===== src/rtl/fetch_queue.sv =====
// Instruction buffer between F and D: in-order {pc, instr} FIFO with a valid/ready
// handshake on both sides and a branch flush.
module fetch_queue #(
    parameter int unsigned DEPTH = 4,
    parameter int unsigned PTR_W = 2
) (
    input  logic             clock,
    input  logic             reset,
    input  logic             br_en,
    input  logic             f_valid,
    input  logic [31:0]      f_pc,
    input  logic [31:0]      f_instr,
    output logic             f_ready,
    input  logic             d_ready,
    output logic             fd_valid,
    output logic [31:0]      fd_pc,
    output logic [31:0]      fd_instr,
    output logic [PTR_W:0]   q_count
);

    localparam logic [31:0]    NOP_INSTR = 32'h0000_0013;
    localparam logic [PTR_W:0] FULL      = (PTR_W + 1)'(DEPTH);

    logic [31:0]      pc_mem    [DEPTH];
    logic [31:0]      instr_mem [DEPTH];
    logic [PTR_W-1:0] rd_ptr;
    logic [PTR_W-1:0] wr_ptr;
    logic [PTR_W:0]   count;
    logic             push;
    logic             pop;
    logic             flush;
    logic [PTR_W-1:0] ptr_diff;

    // Handshake terms depend only on registered occupancy, so D never reaches F.
    always_comb begin
        f_ready  = (count != FULL);
        fd_valid = (count != '0);
        push     = f_valid & f_ready;
        pop      = fd_valid & d_ready;
        flush    = reset | br_en;
        q_count  = count;
        ptr_diff = wr_ptr - rd_ptr;
        fd_pc    = 32'h0;
        fd_instr = NOP_INSTR;
        if (fd_valid) begin
            fd_pc    = pc_mem[rd_ptr];
            fd_instr = instr_mem[rd_ptr];
        end
    end

    // Pointer and occupancy state; flush wins over any same-cycle push or pop.
    always_ff @(posedge clock) begin
        if (flush) begin
            rd_ptr <= '0;
            wr_ptr <= '0;
            count  <= '0;
        end else begin
            if (push) wr_ptr <= wr_ptr + 1'b1;
            if (pop)  rd_ptr <= rd_ptr + 1'b1;
            if (push && !pop)      count <= count + 1'b1;
            else if (pop && !push) count <= count - 1'b1;
        end
    end

    // Storage has no reset; contents outside the live window are don't-care.
    always_ff @(posedge clock) begin
        if (push && !flush) begin
            pc_mem[wr_ptr]    <= f_pc;
            instr_mem[wr_ptr] <= f_instr;
        end
    end

    always_ff @(posedge clock) begin
        if (!reset) begin
            assert (count <= FULL)
                else $error("fetch_queue: count exceeds DEPTH");
            assert ((count == {1'b0, ptr_diff}) || ((count == FULL) && (ptr_diff == '0)))
                else $error("fetch_queue: count inconsistent with pointers");
        end
    end

endmodule


===== config.mk =====
export PLATFORM = sky130hd
export DESIGN_NAME = fetch_queue
export DESIGN_NICKNAME = d
export VERILOG_FILES = /design/src/rtl/fetch_queue.sv
export SDC_FILE = /design/constraint.sdc
export NUM_CORES = 1
export LEC_CHECK = 0
export CORE_ASPECT_RATIO = 1.1
export CORE_MARGIN = 1.5
export CORE_UTILIZATION = 45
export DETAILED_ROUTE_END_ITERATION = 7
export PLACE_DENSITY_LB_ADDON = 0.08
export SETUP_SLACK_MARGIN = 0.02
export SLEW_MARGIN = 40
export SYNTH_ARGS = -nofsm -noshare
export SYNTH_HDL_FRONTEND = slang
export SYNTH_SLANG_ARGS = --single-unit

===== constraint.sdc =====
create_clock -name clock -period 3.7 [get_ports clock]
set_input_delay 0.74 -clock clock [delete_from_list [all_inputs] [get_ports clock]]
set_output_delay 0.74 -clock clock [all_outputs]
set_load 0.03 [all_outputs]

# == Yosys cells after proc, flatten, opt, wreduce, memory -nomap -nowiden ==
# Memory sizes are Yosys's and may differ from the RTL's. A register that Yosys moved wholly into a read port is not among the register bits.
# Cells that the tools add are included.
# classes
n_mux,10
eq_ne,1
n_addsub,4
bitwise_logic,3
n_reduce_logical,8
# op_table
operator,count
$mux W32,2
$mux W2,4
$mux W3,2
$add A2 B1 Y2 const B,2
$add A3 B1 Y3 const B,1
$logic_and A1 B1 Y1,3
$logic_not A1 Y1,3
$ne A3 B3 Y1 const B,1
$reduce_bool A3 Y1,1
$sub A3 B1 Y3 const B,1
$and A1 B1 Y1,2
$mux W1,2
$reduce_bool A2 Y1,1
$or A1 B1 Y1,1
# totals
out_inout_bits,69
ff_bits,7
mem_count,2
mem_bits_rw,256
# mem_list
memory,words,width,rd,rd_ports_with_merged_regs,write_ports,line_no,source
instr_mem,4,32,1,1,1,25,logic [31:0] instr_mem [DEPTH];
pc_mem,4,32,1,1,1,24,logic [31:0] pc_mem [DEPTH];

# == Logic depth before layout (Yosys ltp) ==
# depth
ltp_word,6
ltp_mapped,9

# == Worst setup path before layout ==
# Ideal clock, no wire load.
# synth_path
path_type,register to register
from,"register count[0], in the netlist q_count[0]"
to,"memory instr_mem[0][0], enable pin"
path_slack_ns,0.544
synth_period_minus_slack_ns,3.156
required_ns,3.271
stages_incl_launch_ff,5
t_arrival_ns,2.727
setup_ns,0.429
cell_sequence,dfxtp_1 or3b_4 and2_0 clkbuf_2 and3_1
# synth_between
elab_chain_len,5
# synth_lines
item,line_no,source
from (decl),28,logic [PTR_W:0] count;
from (signal assigned),60,if (push && !pop) count <= count + 1'b1;
from (signal assigned),61,else if (pop && !push) count <= count - 1'b1;
$ne A3 B3 Y1,36,f_ready = (count != FULL);
net f_ready,13,"output logic f_ready,"
$and A1 B1 Y1,38,push = f_valid & f_ready;
net push,29,logic push;
$logic_and A1 B1 Y1,67,if (push && !flush) begin
$mux W1,67,
$mux W1 (not written as such),69,instr_mem[wr_ptr] <= f_instr;
to (decl),25,
# The timed path passes the listed nets, and every way through them passes these cells.

==> metrics <==
placed cell count=879; VDD IR-drop max=between 0.3 and 0.4 mV; Critical R2R Capture=q_count[2]; Final Cycle Share=0.935; Initial Util=0.459; clk sink count=about 270; sequential share of power=0.498; final hold slack=0.488 ns; initial DRC count=approximately 230; HP Start=rd_ptr[1]; min cycle time layout=~3.5 ns; CTS HTree Levels=1; hold-critical path depth=2; most frequent cells in the layout=edfxtp_1 (256), clkdlybuf4s50_1 (137), mux4_2 (64); Clock Power Share=0.372; Hold Fails Final Rpt=0; maximum clock rate=289 MHz; worst path arrival time=between 2 and 3 ns; required time worst endpoint=just under 3 ns; CTS buffer count=27; Mean Syn Cell Area=about 22 sq um; layout cell share with drive strength beyond 1=0.211; Cell Count, Final, Fillers Out=between 900 and 1k; worst reg2reg path depth=8; Clk Tree Root Cell=clkbuf_16; Tightest Hold Check Type=reg2reg; Clock Skew=between 0.009 and 0.01 ns; critical path fanouts, max=28; core area=around 22000 sq um; Clock transition at path regs=around 0.060 ns; Clock Path Buffers=3; worst path cell trace=buf_12 > mux4_2 > and2_1 > clkdlybuf4s50_1; average via count per standard cell=around 5.2; Total Wirelength=roughly 19 mm; total negative slack=0 ns; Sw Share=0.229; later-pin clock latency in the skew report=around 0.5 ns; Antenna diodes=0; Post-CTS Resized=1; power per cell area=526 nW/um^2; total power=between 6 and 7 mW; grt total ovfl=0; Slew headroom=0.654; worst r2r src=q_count[0]; Yosys warning count=0; Worst Setup Start Kind=flip-flop; CTS tree=built; RSZ-0062 raised after global routing=no; Fillers=around 1.6k; Int Pwr=roughly 5.2 mW; max incr delay on CP=between 0.5 and 0.6 ns; status=finished clean; first-pass GRT wire length=about 30 mm; DP Wirelength=~11 mm; initial antenna violation count=1; endpoint type of the worst setup path=primary output; die area=around 23000 sq um; Lkg Pwr=between 4 and 5 nW; row count=57; logic gate share of total power=0.129; antenna-violating nets left=0; GRT Util Overall=0.170; die extent in x=146 microns; Post-CTS Setup Inserts=0; largest net degree at the start of global routing=40; net count after synthesis=530; reg2reg setup slack=roughly 1.3 ns; number of max-cap violations=0; sw power=roughly 1.5 mW; Syn Std Cell Area=10100 sq um; via count=around 4.8k; # nets final=between 600 and 700; vias in the first global route=approximately 5.3k; GPL Wtd Cong=0.690; I/O pin cnt=around 140; register area share after synthesis=0.778; Die Ht=~160 microns; Buffers on Ports=between 100 and 150; DRC viols=0; Synth Instances=around 460; Cell variety after synth=26; routed len/inst=20.5 microns; register bit total from synthesis=approximately 270; # setup viols final=0; CTS Hold Buffers Added=0; max-slew violation count=0; Slowest-stage cell, CP=clkdlybuf4s50_1; Crit Path Category=reg2out; Worst-Margin Slew=between 0.5 and 0.6 ns; DR pass1 iterations=4; Syn-to-layout area delta=26.6%; fin util=0.581; most common cell after layout, fill and taps aside=edfxtp_1
layer usage:
| layer | vias up | GRT usage | wire [microns] |
|---|---|---|---|
| li1 | 2160 | - | - |
| met2 | 111 | 0.293 | 9670 |
| met3 | 30 | 0.0306 | 863 |
| met4 | 2 | 0.0417 | 310 |
| met5 | - | 0 | 13 |
| met1 | 2508 | 0.225 | 8160 |
worst max path at each step:
stage,start,to,slack [ns],cells after the start
global placement,q_count[1],fd_instr[20],0.45,5
global route,q_count[0],fd_instr[24],0.06,5
CTS,flip-flop,fd_pc[9],0.14,4
floorplan,q_count[0],instr_mem[0][0],0.54,4
finish,flip-flop,fd_pc[12],0.24,4
detailed placement,q_count[1],fd_instr[20],0.49,5
critical path, delay by kind of cell, from the launching register on:
kind | cells | cell delay [ns]
buffers and inverters | 2 | 0.89
DFF | 1 | 0.58
muxes | 1 | 0.56
and+or+nand+nor | 1 | 0.17
stage by stage:
step	setup WS [ns]	cell area (sq um)
5_1_grt	0.0597	12800
3_3_place_gp	0.450	12000
2_1_floorplan	0.544	10100
6_report	0.240	12800
4_1_cts	0.135	12800
3_5_place_dp	0.494	12000
cell families after synthesis:
kind of cell,Yosys count,share of synthesized area
DFF,265,0.778
muxes,65,0.144
and+or+nand+nor,83,0.0500
AOI/OAI and AO/OA,7,0.00446
xor gates and xnor gates,3,0.00260
adders and majority gates,6,0.00817
buffers and inverters,26,0.0130
power groups by stage:
stage                     sequential (mW)  combinational (mW)  clock (mW)
after floorplan                      3.42               0.469           0
after global placement               3.41               0.873           0
after detailed placement             3.42               0.880           0
after CTS                            3.35               0.885        2.58
after global routing                 3.36               0.924        2.70
final                                3.35               0.869        2.51
synthesized netlist by cell type (all sizes together):
master	instances	area [sq um]
and2	62	388
buf	12	77.6
a21oi	2	10.0
edfxtp	256	7690
o31ai	2	20.0
dfxtp	9	180
ha	5	62.6
nor3	1	5.00
o21ai	3	15.0
or2	4	25.0
nand2	2	7.51
clkbuf	10	38.8
fa	1	20.0
nand4	2	12.5
or3b	1	11.3
or3	2	12.5
nor2	5	18.8
inv	4	15.0
xor2	3	26.3
mux2i	1	10.0
and3	4	25.0
mux4	64	1440
sequential cells by signal (all words and copies together) (netlist names), named ones only:
name and flops:
wr_ptr 2, instr_mem 128, q_count 3, rd_ptr 2, pc_mem 128
area by class of cell:
cell class / instances / area, sq um / area share
sequential: 265 / 7880 / 0.615
multi-input combinational: 164 / 2140 / 0.167
timing repair buffer: 151 / 1580 / 0.123
clock buffer: 28 / 679 / 0.0531
tap: 295 / 369 / 0.0288
clock inverter: 19 / 144 / 0.0112
inverter: 4 / 15.0 / 0.00117
(Power assumes the default switching activity.)
